$ cat config.mk
export PLATFORM = sky130hd
export DESIGN_NAME = i2c_cmd_sequencer
export DESIGN_NICKNAME = d
export VERILOG_FILES = /design/src/rtl/i2c_pkg.sv /design/src/rtl/i2c_quarter_tick.sv /design/src/rtl/i2c_cmd_sequencer.sv
export SDC_FILE = /design/constraint.sdc
export NUM_CORES = 1
export LEC_CHECK = 0
export ABC_CLOCK_PERIOD_IN_PS = 6820
export BUFFER_PORTS_ARGS = -buffer_cell sky130_fd_sc_hd__clkbuf_2
export CORE_UTILIZATION = 35
export CTS_CLUSTER_SIZE = 12
export DETAILED_ROUTE_END_ITERATION = 8
export PLACE_DENSITY = 0.57
export RECOVER_POWER = 50
export SYNTH_ARGS = -nofsm -noshare
export SYNTH_HDL_FRONTEND = slang
export SYNTH_SLANG_ARGS = --single-unit
$ cat constraint.sdc
create_clock -name i_clk -period 6.82 [get_ports i_clk]
set_clock_uncertainty 0.2 [all_clocks]
set_input_delay 0.341 -clock i_clk [delete_from_list [all_inputs] [get_ports i_clk]]
set_output_delay 0.341 -clock i_clk [all_outputs]
set_load 0.03 [all_outputs]
$ cat src/rtl/i2c_pkg.sv
// Shared types and helpers for the I2C command sequencer.
package i2c_pkg;

  typedef enum logic [2:0] {
    ST_IDLE, ST_START, ST_BIT, ST_ACK, ST_STOP, ST_GAP, ST_DONE, ST_FAIL
  } state_t;

  typedef enum logic [1:0] {Q0, Q1, Q2, Q3} quarter_t;

  localparam logic SDA_ACK  = 1'b0;
  localparam logic SDA_NACK = 1'b1;

  function automatic int idx_width(input int n);
    return (n > 1) ? $clog2(n) : 1;
  endfunction

endpackage

$ cat src/rtl/i2c_quarter_tick.sv
// SCL quarter-period divider: down-counter, tick on terminal count, reload on clear.
module i2c_quarter_tick
  import i2c_pkg::*;
#(
  parameter int CLK_DIV = 4
) (
  input  logic clk,
  input  logic rst,
  input  logic clr,
  output logic tick
);

  localparam int CW = idx_width(CLK_DIV);
  localparam logic [CW-1:0] TC = CW'(CLK_DIV - 1);

  logic [CW-1:0] cnt;

  always_ff @(posedge clk) begin
    if (rst || clr || (cnt == '0)) begin
      cnt <= TC;
    end else begin
      cnt <= cnt - CW'(1);
    end
  end

  assign tick = (cnt == '0);

endmodule

$ cat src/rtl/i2c_cmd_sequencer.sv
// Replays a table of I2C write transactions as bus master, with per-command NACK retry.
//   state | meaning
//   IDLE  | bus released, waiting for i_start
//   START | START condition, 4 quarters
//   BIT   | one data bit, 4 quarters, MSB first
//   ACK   | SDA released, slave ACK sampled at end of q2
//   STOP  | STOP condition, 4 quarters
//   GAP   | GAP_Q idle quarters, then retry / next / done / fail
//   DONE  | one-cycle o_finished pulse
//   FAIL  | one-cycle o_error pulse
module i2c_cmd_sequencer
  import i2c_pkg::*;
#(
  parameter int NUM_CMDS      = 10,
  parameter int BYTES_PER_CMD = 3,
  parameter int CLK_DIV       = 4,
  parameter int MAX_RETRY     = 3,
  parameter int GAP_Q         = 4
) (
  input  logic                                  i_clk,
  input  logic                                  i_rst,
  input  logic                                  i_start,
  input  logic [NUM_CMDS*BYTES_PER_CMD*8-1:0]   i_cmd_table,
  input  logic                                  i_sdat,
  output logic                                  o_sclk,
  output logic                                  o_sdat,
  output logic                                  o_oen,
  output logic                                  o_busy,
  output logic                                  o_finished,
  output logic                                  o_error,
  output logic [idx_width(NUM_CMDS)-1:0]        o_err_index
);

  localparam int TBL_W   = NUM_CMDS * BYTES_PER_CMD * 8;
  localparam int POS_W   = $clog2(TBL_W);
  localparam int CMD_W   = idx_width(NUM_CMDS);
  localparam int BYTE_W  = idx_width(BYTES_PER_CMD);
  localparam int RETRY_W = idx_width(MAX_RETRY + 1);
  localparam int GAP_W   = idx_width(GAP_Q);

  localparam logic [CMD_W-1:0]   LAST_CMD  = CMD_W'(NUM_CMDS - 1);
  localparam logic [BYTE_W-1:0]  LAST_BYTE = BYTE_W'(BYTES_PER_CMD - 1);
  localparam logic [RETRY_W-1:0] RETRY_MAX = RETRY_W'(MAX_RETRY);
  localparam logic [GAP_W-1:0]   GAP_TC    = GAP_W'(GAP_Q - 1);

  state_t              state, state_nxt;
  quarter_t            q, q_nxt;
  logic [2:0]          bit_cnt, bit_nxt;
  logic [BYTE_W-1:0]   byte_idx, byte_nxt;
  logic [CMD_W-1:0]    cmd_idx, cmd_nxt;
  logic [RETRY_W-1:0]  retry_cnt, retry_nxt;
  logic [GAP_W-1:0]    gap_cnt, gap_nxt;
  logic                fail_flag, fail_nxt;
  logic                nack_q, nack_nxt;
  logic [TBL_W-1:0]    tbl_q, tbl_nxt;
  logic [CMD_W-1:0]    err_index, err_nxt;

  logic                tick;
  logic                qend;
  logic [POS_W-1:0]    bit_pos;
  logic                cur_bit;

  i2c_quarter_tick #(.CLK_DIV(CLK_DIV)) u_tick (
    .clk  (i_clk),
    .rst  (i_rst),
    .clr  (state == ST_IDLE),
    .tick (tick)
  );

  // Command 0 byte 0 occupies the table MSBs.
  assign bit_pos = POS_W'(TBL_W - 1 - ((int'(cmd_idx) * BYTES_PER_CMD + int'(byte_idx)) * 8
                                       + 7 - int'(bit_cnt)));
  assign cur_bit     = tbl_q[bit_pos];
  assign qend        = tick && (q == Q3);
  assign o_err_index = err_index;

  always_ff @(posedge i_clk) begin
    if (i_rst) begin
      state     <= ST_IDLE;
      q         <= Q0;
      bit_cnt   <= '0;
      byte_idx  <= '0;
      cmd_idx   <= '0;
      retry_cnt <= '0;
      gap_cnt   <= '0;
      fail_flag <= 1'b0;
      nack_q    <= 1'b0;
      tbl_q     <= '0;
      err_index <= '0;
    end else begin
      state     <= state_nxt;
      q         <= q_nxt;
      bit_cnt   <= bit_nxt;
      byte_idx  <= byte_nxt;
      cmd_idx   <= cmd_nxt;
      retry_cnt <= retry_nxt;
      gap_cnt   <= gap_nxt;
      fail_flag <= fail_nxt;
      nack_q    <= nack_nxt;
      tbl_q     <= tbl_nxt;
      err_index <= err_nxt;
    end
  end

  always_comb begin
    state_nxt  = state;
    q_nxt      = q;
    bit_nxt    = bit_cnt;
    byte_nxt   = byte_idx;
    cmd_nxt    = cmd_idx;
    retry_nxt  = retry_cnt;
    gap_nxt    = gap_cnt;
    fail_nxt   = fail_flag;
    nack_nxt   = nack_q;
    tbl_nxt    = tbl_q;
    err_nxt    = err_index;
    o_sclk     = 1'b1;
    o_sdat     = 1'b1;
    o_oen      = 1'b1;
    o_busy     = 1'b1;
    o_finished = 1'b0;
    o_error    = 1'b0;

    if (tick && (state inside {ST_START, ST_BIT, ST_ACK, ST_STOP})) begin
      q_nxt = quarter_t'(q + 2'd1);
    end

    unique case (state)
      ST_IDLE: begin
        o_busy = 1'b0;
        if (i_start) begin
          tbl_nxt   = i_cmd_table;
          cmd_nxt   = '0;
          retry_nxt = '0;
          err_nxt   = '0;
          fail_nxt  = 1'b0;
          q_nxt     = Q0;
          state_nxt = ST_START;
        end
      end
      ST_START: begin
        o_sclk = (q != Q3);
        o_sdat = (q == Q0);
        if (qend) begin
          bit_nxt   = 3'd7;
          byte_nxt  = '0;
          state_nxt = ST_BIT;
        end
      end
      ST_BIT: begin
        o_sclk = (q == Q2) || (q == Q3);
        o_sdat = cur_bit;
        if (qend) begin
          if (bit_cnt == 3'd0) state_nxt = ST_ACK;
          else                 bit_nxt   = bit_cnt - 3'd1;
        end
      end
      ST_ACK: begin
        o_sclk = (q == Q2) || (q == Q3);
        o_sdat = SDA_NACK;
        o_oen  = 1'b0;
        if (tick && (q == Q2)) nack_nxt = (i_sdat != SDA_ACK);
        if (qend) begin
          if (nack_q) begin
            fail_nxt  = 1'b1;
            state_nxt = ST_STOP;
          end else if (byte_idx == LAST_BYTE) begin
            state_nxt = ST_STOP;
          end else begin
            byte_nxt  = byte_idx + BYTE_W'(1);
            bit_nxt   = 3'd7;
            state_nxt = ST_BIT;
          end
        end
      end
      ST_STOP: begin
        o_sclk = (q != Q0);
        o_sdat = (q == Q2) || (q == Q3);
        if (qend) begin
          gap_nxt   = GAP_TC;
          state_nxt = ST_GAP;
        end
      end
      ST_GAP: begin
        if (tick) begin
          if (gap_cnt != '0) begin
            gap_nxt = gap_cnt - GAP_W'(1);
          end else if (fail_flag && (retry_cnt < RETRY_MAX)) begin
            retry_nxt = retry_cnt + RETRY_W'(1);
            fail_nxt  = 1'b0;
            state_nxt = ST_START;
          end else if (fail_flag) begin
            err_nxt   = cmd_idx;
            state_nxt = ST_FAIL;
          end else if (cmd_idx == LAST_CMD) begin
            state_nxt = ST_DONE;
          end else begin
            cmd_nxt   = cmd_idx + CMD_W'(1);
            retry_nxt = '0;
            state_nxt = ST_START;
          end
        end
      end
      ST_DONE: begin
        o_busy     = 1'b0;
        o_finished = 1'b1;
        state_nxt  = ST_IDLE;
      end
      ST_FAIL: begin
        o_busy    = 1'b0;
        o_error   = 1'b1;
        state_nxt = ST_IDLE;
      end
      default: state_nxt = ST_IDLE;
    endcase
  end

endmodule
==> results.txt, run 1 <==
* Switching power as a share of total power: 33.8%
- Counting flops with an async set or reset pin after synthesis yields a share of 0%.
- In this run the power spent charging and discharging nets is 1.78 mW.
- The clock passes through at most 3 buffers.
- Routability cong.: 0.859
- The number of failing hold endpoints at the final stage came to 0.
- Number of enable-type register cells in the synthesized netlist: 0
* Sequential cell fraction of total power: 40.1%
* Congestion Overflow GR: 0
- Cell depth of the worst flop-to-flop path: 5
- Hold-fix buffers, CTS: 241
* Total global-route track usage: 21.4%
- 0 antenna diodes ended up in the layout.
* Most crowded layer after global routing: met2
- Number of slew-limit violations in the final report: 284
* Startpoint of the most critical register-to-register path: state[2]
* Capture point of the worst path: q[0]
* Dominant cell type by area after synthesis: dfxtp_1
- Clock latency at the later pin of the worst-skew pair: around 0.56 ns
- CTS built an H-tree with a depth of 1.
* DP Wirelength: 23,600 um
- Once detail routing completed, the nets flagged for antenna violations numbered 0.
- The final layout contains 2,130 nets.
* Clock tree from TritonCTS: done
- The tightest min-delay check is of the reg -> reg type.
* Number of instances in the synthesized netlist: approximately 1,400
- For the worst setup path, the data required time is ~7 ns.
* Maximum fanout count along the critical path: 98
* Critical path data arrival time: 5.48 ns
- Slew @ Worst Pin: 3.61 ns
* Number of iterations in the first detailed-routing pass: 5
* Post-synthesis to final-layout area growth: 40.5%
* Clock-pin slew of the registers on the worst-case setup and hold paths: 0.06 ns
* Count of final setup violators: 0
* Startpoint of the worst setup timing path: state[2]
- Register-to-register setup slack: 1.57 ns
- Fraction of met3 tracks used by global routing: 2.71%
- For met2 alone, demand over resource in global routing was 34.9%.
* Result of the run: complete, but fails checks
- Die height: 186 um
* Sink Count: 266
- The setup path with the least slack is of type reg -> reg.
- Floorplan Core Area: 0.0335 mm^2
- Dividing the detail-routed via count by the number of cells gives roughly 5.0.
* Dominant cells by area after synthesis: dfxtp_1 (45%), nand2_1 (16%), a21oi_1 (11%)
- After detailed routing, the number of remaining DRC violations is 0.
- Worst voltage drop across the vdd grid: 0.000234 V
- For this configuration, the core starts out at a cell density of 35.5%.
* Number of global-route vias before repair: 11,600
- The initial antenna violation count is 0.
* Cell at the root of the clock tree: clkbuf_16
- On the worst path, the slowest cell contributes a delay of roughly 1.7 ns.
* Unrepaired setup endpoints after global routing: no
- The critical path runs through a total of 5 cells.
* Critical path, cell by cell: nor4b_1 -> clkbuf_1 -> clkbuf_2 -> or2_0 -> nor2_1
* Worst r2r dst: q[0]
- By instance count, the leading cell after synthesis is nand2_1.
- Wires add up to 37,500 um.
* Count of boundary I/O pins: 254
* Synthesized netlist net count: 1,706
* Sequential area share after synthesis: 44.7%
- Logic gate share of total power: 29.7%
- Internal power of the cells: 3.49 mW
- DR iter-0 viols: 799
- Number of synthesized register bits: 266
* Global routing met1 resource utilization: ~28%
- Yosys synthesis warning count: 0
* Via count: 11,600
* Chip width: 186 um
* Placed Instance Area: 0.0134 mm^2
- Of the available clock period, the critical path in the final layout requires 76.9%.
- Number of distinct library cells after synthesis: 54
- Nature of the critical path endpoint: flop
- Measured against its own limit, the worst slew margin works out to -140%.
- The floorplan has 67 rows.
* Mean Syn Cell Area: 8.25 um^2
* Number of clock buffers inserted by TritonCTS: 30
- The worst setup path is launched from a flop.
- Area share of the largest cell type after synthesis: ~45%
- Floorplan die area: 0.0347 mm^2
- Final design area excluding fillers: approximately 0.017 mm^2
- Top Family by Delay on Critical Path: buffers and inverters
- Counting both buffers and inverters, the worst setup path holds a total of 2.
- LEAKAGE: 6.62 nW
- Power spread over the standard cell area amounts to 316 mW/mm^2.
* Number of max-cap violations: 4
* DR WL/cell: about 16 um
- Area of the mapped netlist: 0.0119 mm^2
- First-pass GRT wire length: 60,000 um
- Maximum number of pins on one net before global-route repair: 162
- Most used DFF post-synth: dfxtp_1
* Count of buffers from port buffering: 253
- Clock network fraction of total power: 30.2%
* Violations in the final reports: max-capacitance violations, max-slew violations
- Among all stages on the critical path, the largest delay is contributed by clkbuf_1.
- After synthesis, the most frequently instantiated cells are nand2_1 (518), a21oi_1 (266), dfxtp_1 (266), clkbuf_1 (90), mux4_2 (50).
- Min Tclk post-route: 5.25 ns
- Static timing analysis puts the maximum clock frequency at about 0.19 GHz.
- Once the clock tree was built, the setup fixing pass inserted 0 buffers.
* Fraction of final layout cells with drive strength greater than 1: about a fifth
* Gates resized, CTS repair: 0
* Setup_tns: 0 ns
[cell usage in the layout, fill, tap and decap left out, types with 5 or more instances in the layout]
cell,n
nand2_1,518
a21oi_1,266
dfxtp_1,264
clkbuf_2,244
dlygate4sd3_1,241
mux4_2,50
nor2_1,40
clkbuf_16,31
clkbuf_1,21
inv_1,19
mux2i_1,19
ha_1,17
o21ai_0,14
a22oi_1,10
nand3_1,10
nor3_1,8
nor2b_1,7
and2_1,7
nand2b_1,6
xnor2_1,6
clkinv_2,6
nor3b_1,5
a211oi_1,5
clkbuf_8,5
[worst min-delay path by stage]
stage / start / end / slack (ns) / cells after the start
after global placement: u_tick.cnt[0] / u_tick.cnt[0] / 0.16 / 1
after floorplan: u_tick.cnt[0] / u_tick.cnt[0] / 0.16 / 1
final: u_tick.cnt[0] / u_tick.cnt[0] / 0.18 / 1
after detailed placement: u_tick.cnt[0] / u_tick.cnt[0] / 0.17 / 1
after global routing: u_tick.cnt[0] / u_tick.cnt[0] / 0.20 / 1
after CTS: u_tick.cnt[0] / u_tick.cnt[0] / 0.18 / 1
[per-stage QoR]
| stage | util (%) | instances | power [mW] | hold slack (ns) | setup WS, ns |
|---|---|---|---|---|---|
| after floorplan | - | 1443 | 3.15 | 0.158 | 2.89 |
| after global placement | 39.8 | 2042 | 3.55 | 0.165 | 2.71 |
| after detailed placement | 39.8 | 2042 | 3.58 | 0.171 | 2.68 |
| after CTS | 50.0 | 2336 | 5.29 | 0.184 | 2.02 |
| after global routing | 49.9 | 2336 | 5.62 | 0.203 | 1.03 |
| final | 49.9 | 2336 | 5.28 | 0.184 | 1.57 |
[power groups by stage]
stage / combinational [mW] / clock, mW / sequential [mW]
6_report: 1.57 / 1.59 / 2.12
5_1_grt: 1.76 / 1.70 / 2.16
4_1_cts: 1.54 / 1.63 / 2.12
3_5_place_dp: 1.43 / 0 / 2.15
3_3_place_gp: 1.41 / 0 / 2.13
2_1_floorplan: 1.10 / 0 / 2.06
[cells by family (layout without fill, tap and decap cells)]
family                   after synthesis  after routing  synth area share (%)
multiplexers                          77             77                  12.3
buffers and inverters                130            575                  4.56
AND/OR/NAND/NOR                      619            619                  20.8
XOR/XNOR                               9              9                 0.778
flip-flops                           266            266                  44.7
adder cells (fa/ha/maj)               19             19                  2.12
AO/OA/AOI/OAI                        323            323                  14.7
[state kept, by name, summed over array words and instances (netlist names)]
register,cells
u_tick.cnt,2
retry_cnt,2
tbl_q,240
gap_cnt,2
q,2
byte_idx,2
cmd_idx,4
o_err_index,4
nack_q,1
bit_cnt,3
state,3
fail_flag,1
[layer usage]
metal | vias up | wire, um
li1 | 5734 | -
met1 | 5438 | 16800
met2 | 332 | 17500
met3 | 104 | 1530
met4 | 0 | 1770
met5 | - | 0
[cell type report]
class | count | area (um^2)
Clock inverter | 9 | 120
Fill cell | 3170 | 16800
Tap cell | 448 | 561
Sequential cell | 266 | 5330
Inverter | 19 | 71.3
Clock buffer | 44 | 865
Timing Repair Buffer | 503 | 3740
Multi-Input combinational cell | 1047 | 6030
No activity file was read; power rests on OpenSTA's default activity.
==> inputs of run 2 (changes only) <==
--- a/config.mk
+++ b/config.mk
@@ -5,7 +5,7 @@
 export SDC_FILE = /design/constraint.sdc
 export NUM_CORES = 1
 export LEC_CHECK = 0
-export ABC_CLOCK_PERIOD_IN_PS = 6820
+export ABC_CLOCK_PERIOD_IN_PS = 5200
 export BUFFER_PORTS_ARGS = -buffer_cell sky130_fd_sc_hd__clkbuf_2
 export CORE_UTILIZATION = 35
 export CTS_CLUSTER_SIZE = 12
==> constraint.sdc (replaced) <==
create_clock -name i_clk -period 5.2 [get_ports i_clk]
set_clock_uncertainty 0.2 [all_clocks]
set_input_delay 0.26 -clock i_clk [delete_from_list [all_inputs] [get_ports i_clk]]
set_output_delay 0.26 -clock i_clk [all_outputs]
set_load 0.03 [all_outputs]
==> run 2 against run 1 <==
  * The flow still finishes with violations (max-capacitance violations, max-slew violations)
  * Global-route usage about the same
  * Power increased by 33%
  * Die area unchanged
  * Largest cell class unchanged
  * Clock power increased by 36%
  * Combinational power increased by 32%
  * First-iteration DRC count decreased by 2.3%
  * Critical path type is now reg -> out
  * Flip-flop and latch count unchanged
==> results.txt, run 2 (synthesized netlist as in run 1, its figures left out) <==
- Floorplan die area: 0.0347 mm^2 (unchanged)
- Slew @ Worst Pin: 2.81 ns (-0.802 ns)
- The summed area of non-filler cells in the final layout came to 0.0168 mm^2 (+0.32%).
- The required time of the critical path was 4.74 ns (-2.31 ns).
- The final-layout worst hold slack was 0.190 ns (+0.00607 ns).
- The setup-violating endpoint count in the final report was 0 (unchanged).
* Cell depth of the worst flop-to-flop path: 4 (-1)
- The ratio of cells with drive above 1 in the final layout was 19.3% (+0.49 points).
- Placed Instance Area: 0.0134 mm^2 (+0.15%)
* Non-filler cells, final: 2,335 (-0.043%)
- The maximum vdd ir drop came to 0.000296 V (+26%).
- The static leakage is 6.67 nW (+0.68%).
- Most crowded layer after global routing: met2
- Number of clock buffers inserted by TritonCTS: 29 (-3.3%)
- The startpoint identified for the worst register-to-register timing path is state[2].
- Compared with the post-synthesis result, the final layout area differs by 41.0%.
- Critical path, cell by cell: inv_1 -> fa_1 -> inv_1 -> ha_1 -> fa_1 -> nand2b_1 -> nand2_1 -> o21ai_0 -> o41ai_1 -> a21oi_1 -> o311ai_1 -> clkbuf_2
- DR iter-0 viols: 781 (-2.3%)
- Util after Layout: 50.0% (+0.16 points)
- Setup_tns: 0 ns (unchanged)
- The count of vias placed by the detailed router is 11,700 (+0.47%).
- Clock network fraction of total power: 30.8% (+0.6 points)
- The number of ports placed on the die boundary is 254 (unchanged).
- Max FFs per register: 240 (unchanged)
- The number of max-slew violations in the final report came to 243 (-14%).
- Hold path startpoint: u_tick.cnt[0]
- The final worst setup slack came to 0.503 ns (-1.07 ns).
* Clock tree from TritonCTS: done
* Hold-fix buffers, CTS: 241 (unchanged)
- Register-to-register setup slack: 1.20 ns (-0.37 ns)
- Gates resized, CTS repair: 0 (unchanged)
* Sequential cell fraction of total power: 39.8% (-0.3 points)
- Violations in the final reports: max-capacitance violations, max-slew violations
* Fraction of met3 tracks used by global routing: 2.90% (+0.19 points)
* Std cell rows: 67 (unchanged)
* DR WL/cell: 16.2 um (+0.98%)
- Clock latency at the later pin of the worst-skew pair: 0.56 ns (about the same)
* Depth of the CTS H-tree: 1 (unchanged)
* Number of cells traversed by the worst hold path: 1 (unchanged)
- The minimum setup slack after placement came to 1.10 ns (-1.58 ns).
- Global routing met1 resource utilization: 27.6% (-0.38 points)
- Worst setup SP type: flop
- Commonest cells after routing, fill and taps aside: nand2_1 (518), a21oi_1 (266), dfxtp_1 (263), clkbuf_2 (248), dlygate4sd3_1 (241)
- The clock sink count is 266 (unchanged).
- Clock tree synthesis selected as its root buffer the cell clkbuf_16.
- For hold timing, the worst endpoint is u_tick.cnt[0].
* Logic gate share of total power: 29.4% (-0.3 points)
- The worst setup path is captured at an output port.
- Largest register by flop count: tbl_q
- The iteration count of the initial detailed-routing pass was 5 (unchanged).
- The die extent in y came to 186 um (unchanged).
- The internal power contribution is 4.68 mW (+34%).
- The largest individual stage delay along the critical path comes from the cell fa_1.
* Detailed-route vias per instance: 4.99 (+0.52%)
* Power density over the cells: 419 mW/mm^2 (+33%)
- Switching power as a share of total power: 33.4% (-0.37 points)
- Number of max-cap violations: 2 (-2)
- The flow ran to the end, but the final reports show violations.
- The remaining antenna violation count came to 0 (unchanged).
- Longest Clk Path Bufs: 3 (unchanged)
- The area of the placeable core came to 0.0335 mm^2 (unchanged).
* Critical path data arrival time: 4.24 ns (-1.24 ns)
- The number of instances in the placed design was 2,043 (+0.049%).
* Max stage delay on crit path: 0.54 ns (-1.13 ns)
* Area taken by flip-flops and latches: 0.00533 mm^2 (about the same)
- The global-route usage over all layers came to 21.4% (about the same).
- Highest attainable clock frequency: 0.213 GHz
* Hold Vio Cnt, Final: 0 (unchanged)
- The post-detailed-routing wire length was 37,900 um (+0.94%).
- The power dissipated by switching net loads came to 2.35 mW (+32%).
- Crit Path Class: reg -> out
- Fillers: 3,172 (+0.063%)
- Leading cell type in the layout, fill and taps excluded: nand2_1
* Min Tclk post-route: 4.70 ns
* Number of global-route vias before repair: 11,700 (+1.0%)
* Worst rel slew slack: -87.0% (+53 points)
* Routability cong.: 0.833 (-3.0%)
- The total design power came to 7.02 mW (+33%).
- Clock-pin slew of the registers on the worst-case setup and hold paths: 0.06 ns (about the same)
* Kind of path behind the tightest hold check: reg -> reg
- The maximum net fanout on the critical path was 7 (-93%).
* First-pass GRT wire length: 60,200 um (+0.42%)
* Count of buffers from port buffering: 253 (unchanged)
- Diode insertion count for antenna repair: 0 (unchanged)
- The starting utilization of the core area came to 35.5% (unchanged).
- Multi-input combinational cell area: 0.00603 mm^2 (unchanged)
- The die boundary width is 186 um (unchanged).
- Met2 demand-to-capacity share in global routing: 36.3% (+1.4 points)
- The final critical path takes up 90.3% of the cycle.
* Unrepaired setup endpoints after global routing: no
* Worst r2r dst: tbl_q[180]
- The number of design rule violations left after detail routing came to 0 (unchanged).
- Number of antenna violations at the first check in global routing: 0 (unchanged)
* Maximum number of pins on one net before global-route repair: 151 (-6.8%)
- The layout net count was 2,130 (unchanged).
- The detailed placement HPWL came to 24,000 um (+2.0%).
* Congestion Overflow GR: 0 (unchanged)
- The buffer count from post-CTS setup fixing came to 0 (unchanged).
==> run 2: cell count changes in the layout (fill, tap and decap cells not counted), moves of 3 or more <==
cell	delta
buf_4	+3
clkbuf_1	-9
clkbuf_2	+4
clkbuf_8	+5
clkinv_2	-4
==> run 2: metal layers <==
metal  part of all wire (%)  vias up
li1                       -     5732
met1                     44     5485
met5                      0        -
met3                    4.8       82
met4                    3.6        0
met2                     48      364
==> run 2: how the worst max path moves through the flow <==
stage	to	slack, ns	from
detailed placement	o_sdat	1.10	cmd_idx[0]
CTS	o_sdat	0.50	cmd_idx[0]
floorplan	o_sdat	1.35	cmd_idx[0]
global placement	o_sdat	1.15	cmd_idx[0]
finish	o_sdat	0.50	cmd_idx[0]
global route	o_sdat	0.30	cmd_idx[0]
==> run 2: critical path: cells and delay by family, from the launching register on <==
family                   cells  cell delay (ns)
adder cells (fa/ha/maj)      3             1.26
AO/OA/AOI/OAI                4             1.05
AND/OR/NAND/NOR              2             0.47
flip-flops                   1             0.46
buffers and inverters        3             0.44
==> run 2: layout make-up <==
cell class	instances	area share [%]
sequential	266	31.8
inverter	19	0.425
clock buffer	45	5.35
multi-input combinational	1047	36.0
clock inverter	6	0.716
tap	448	3.34
timing repair buffer	504	22.4
==> run 2: power by group through the flow <==
stage,Sequential [mW],Clock (mW),Combinational (mW)
2_1_floorplan,2.70,0,1.44
3_3_place_gp,2.82,0,1.86
3_5_place_dp,2.83,0,1.89
4_1_cts,2.79,2.21,2.03
5_1_grt,2.85,2.30,2.30
6_report,2.79,2.16,2.07
==> inputs of run 3 (changes only) <==
--- a/config.mk
+++ b/config.mk
@@ -7,10 +7,12 @@
 export LEC_CHECK = 0
 export ABC_CLOCK_PERIOD_IN_PS = 5200
 export BUFFER_PORTS_ARGS = -buffer_cell sky130_fd_sc_hd__clkbuf_2
+export CELL_PAD_IN_SITES_DETAIL_PLACEMENT = 1
+export CELL_PAD_IN_SITES_GLOBAL_PLACEMENT = 1
 export CORE_UTILIZATION = 35
 export CTS_CLUSTER_SIZE = 12
 export DETAILED_ROUTE_END_ITERATION = 8
-export PLACE_DENSITY = 0.57
+export PLACE_DENSITY = 0.73
 export RECOVER_POWER = 50
 export SYNTH_ARGS = -nofsm -noshare
 export SYNTH_HDL_FRONTEND = slang
==> run 3 against run 2 <==
  * The flow still finishes with violations (max-capacitance violations, max-slew violations)
  * First-iteration DRC count up 4.5%
  * Count of clock-buffer cells in the layout decreased by 2
  * Hold slack got worse by 0.010 ns
  * Clock power decreased by 4%
  * Power is 0.41% higher
  * Combinational power rose by 4%
  * Fmax down 3.6%
  * Critical path depth unchanged
  * Sequential share of layout area about the same
  * Global-route usage rose by 5.2 points
  * Critical path type unchanged
==> results.txt, run 3 (synthesized netlist as in run 1, its figures left out) <==
* Maximum number of pins on one net before global-route repair: 153 (+1.3%)
- Power Total: 7.05 mW (+0.41%)
- The part of the total power dissipated in the clock network is 29.4% (-1.4 points).
- The worst setup slack for register-to-register paths is 1.15 ns (-0.05 ns).
* Die height: 186 um (unchanged)
* Number of max-cap violations: 2 (unchanged)
- Leaving out fill and tap cells, the most frequent cell in the layout is nand2_1.
* Chip width: 186 um (unchanged)
* Fillers: 4,035 (+27%)
* Via count: 12,200 (+4.4%)
* Violations in the final reports: max-capacitance violations, max-slew violations
- The setup TNS came to 0 ns (unchanged).
- Number of remaining DRC errors: 0 (unchanged)
- In the layout the commonest cells are nand2_1 (518), a21oi_1 (266), dfxtp_1 (263), clkbuf_2 (248), dlygate4sd3_1 (241).
- Congestion Overflow GR: 0 (unchanged)
- Kind of path behind the tightest hold check: reg -> reg
- Cell at the root of the clock tree: clkbuf_16
- Slew @ Worst Pin: 2.77 ns (-0.0332 ns)
* Crit Path Class: reg -> out
* First-pass GRT wire length: 73,000 um (+21%)
- The initial detailed-routing violation count is 816 (+4.5%).
- Clock latency at the later pin of the worst-skew pair: 0.56 ns (about the same)
* Max FFs per register: 240 (unchanged)
* Critical path data arrival time: 4.41 ns (+0.17 ns)
* Number of iterations in the first detailed-routing pass: 5 (unchanged)
- Tracing the worst setup path back leads to its startpoint at cmd_idx[0].
- Count of boundary I/O pins: 254 (unchanged)
* Non-filler cells, final: 2,353 (+0.77%)
- STA classifies the critical path startpoint as a flop.
* DP Cell Count: 2,044 (+0.049%)
- The relative max-transition margin came to -84.8% (+2.2 points).
- The average routed wire per standard cell came to 20.2 um (+25%).
* Highest attainable clock frequency: 0.205 GHz (-3.6%)
- Number of global-route vias before repair: 13,400 (+14%)
- Count of antenna-violating nets left after detailed routing: 0 (unchanged)
- The required time of the critical path was 4.74 ns (about the same).
- Power density over the cells: 421 mW/mm^2 (+0.55%)
- Routability cong.: 0.790 (-5.2%)
- The detailed-route vias per instance is 5.18 (+3.6%).
* Gates resized, CTS repair: 0 (unchanged)
- The switching power as a share of total power was 35.9% (+2.5 points).
- DP Wirelength: 25,900 um (+7.8%)
- The combined area of the multi-input logic cells was 0.00603 mm^2 (unchanged).
- Buffers inserted by post-CTS timing repair: 0 (unchanged)
- Maximum fanout count along the critical path: 7 (unchanged)
* Unrepaired setup endpoints after global routing: no
* Total global-route track usage: 26.6% (+5.2 points)
* Logic gate share of total power: 30.6% (+1.2 points)
- Nature of the critical path endpoint: output port
* Count of buffers from port buffering: 253 (unchanged)
* Hold Vio Cnt, Final: 0 (unchanged)
* Internal power of the cells: 4.52 mW (-3.3%)
* Number of clock buffers inserted by TritonCTS: 30 (+3.4%)
* Result of the run: complete, but fails checks
- Sequential cell fraction of total power: 40.0% (+0.2 points)
* Fraction of final layout cells with drive strength greater than 1: 19.4% (+0.11 points)
* Count of final setup violators: 0 (unchanged)
- Largest register by flop count: tbl_q
- Depth of the CTS H-tree: 1 (unchanged)
* Clock tree from TritonCTS: done
- The post-detailed-routing wire length came to 47,600 um (+26%).
- Hold-fix buffers, CTS: 241 (unchanged)
- The initial antenna violation count came to 11 (+11).
- Post-synthesis to final-layout area growth: 40.8%
* Clock-pin slew of the registers on the worst-case setup and hold paths: 0.06 ns (about the same)
- The period utilization was 93.7% (+3.4 points).
* Floorplan die area: 0.0347 mm^2 (unchanged)
* Longest Clk Path Bufs: 3 (unchanged)
- The clock sink count was 266 (unchanged).
- The maximum vdd ir drop is 0.000335 V (+14%).
- The floorplan row count is 67 (unchanged).
* Net count, final: 2,132 (+0.094%)
- LEAKAGE: 6.63 nW (-0.49%)
- The starting utilization of the core area is 35.5% (unchanged).
* Min Tclk post-route: 4.87 ns (+0.175 ns)
- In this run the critical register-to-register path is launched from state[2].
* Reported net switching power: 2.53 mW (+7.9%)
- Util after Layout: 50.0% (-0.071 points)
* Area taken by flip-flops and latches: 0.00533 mm^2 (unchanged)
- Number of slew-limit violations in the final report: 269 (+11%)
* Hold path startpoint: u_tick.cnt[0]
- Floorplan Core Area: 0.0335 mm^2 (unchanged)
run 3: cell types whose count changed in the layout (fill, tap and decap cells not counted), moves of 2 or more:
cell        delta
diode_2       +13
clkinvlp_4     +3
clkinv_2       +5
bufinv_16      -2
clkbuf_8       -4
clkbuf_1       +2
run 3: area by class of cell:
class	count	area share [%]
flip-flops and latches	266	31.8
inverters	19	0.426
multi-input cells	1047	36.0
repair buffers	505	22.5
clock buffers	43	5.07
well taps	448	3.35
clock inverters	12	0.620
diodes	13	0.194
run 3: worst paths after layout:
| kind | endpoint | depth (start not counted) |
|---|---|---|
| setup / recovery | o_sdat | 12 |
| hold / removal | u_tick.cnt[0] | 1 |
| setup reg to reg | tbl_q[183] | 4 |
| hold reg to reg | u_tick.cnt[0] | 1 |
run 3: power by group through the flow:
stage	clock (mW)	combinational, mW	sequential (mW)
CTS	2.08	2.09	2.79
global placement	0	1.87	2.81
detailed placement	0	1.93	2.83
floorplan	0	1.44	2.70
global route	2.19	2.37	2.87
finish	2.07	2.16	2.82
run 3: layer usage:
metal	routed length, um	vias up	global-route usage, %
met4	2770	0	16.1
li1	-	5748	-
met5	0	-	0
met2	24300	390	47.5
met3	1790	170	3.39
met1	18700	5869	30.3
run 3: stage by stage:
stage	setup WS, ns	cell area (um^2)	hold slack, ns
finish	0.328	16800	0.180
global route	0.174	16800	0.207
CTS	0.419	16800	0.184
detailed placement	1.03	13400	0.171
global placement	1.12	13400	0.165
floorplan	1.35	11900	0.158
run 3: worst max-delay path, cell delays in order, from the launching register on:
cell,delay (ns)
dfxtp_1,0.49
inv_1,0.12
fa_1,0.52
inv_1,0.05
ha_1,0.21
fa_1,0.55
nand2b_1,0.26
nand2_1,0.16
o21ai_0,0.10
o41ai_1,0.36
a21oi_1,0.07
o311ai_1,0.64
clkbuf_2,0.33
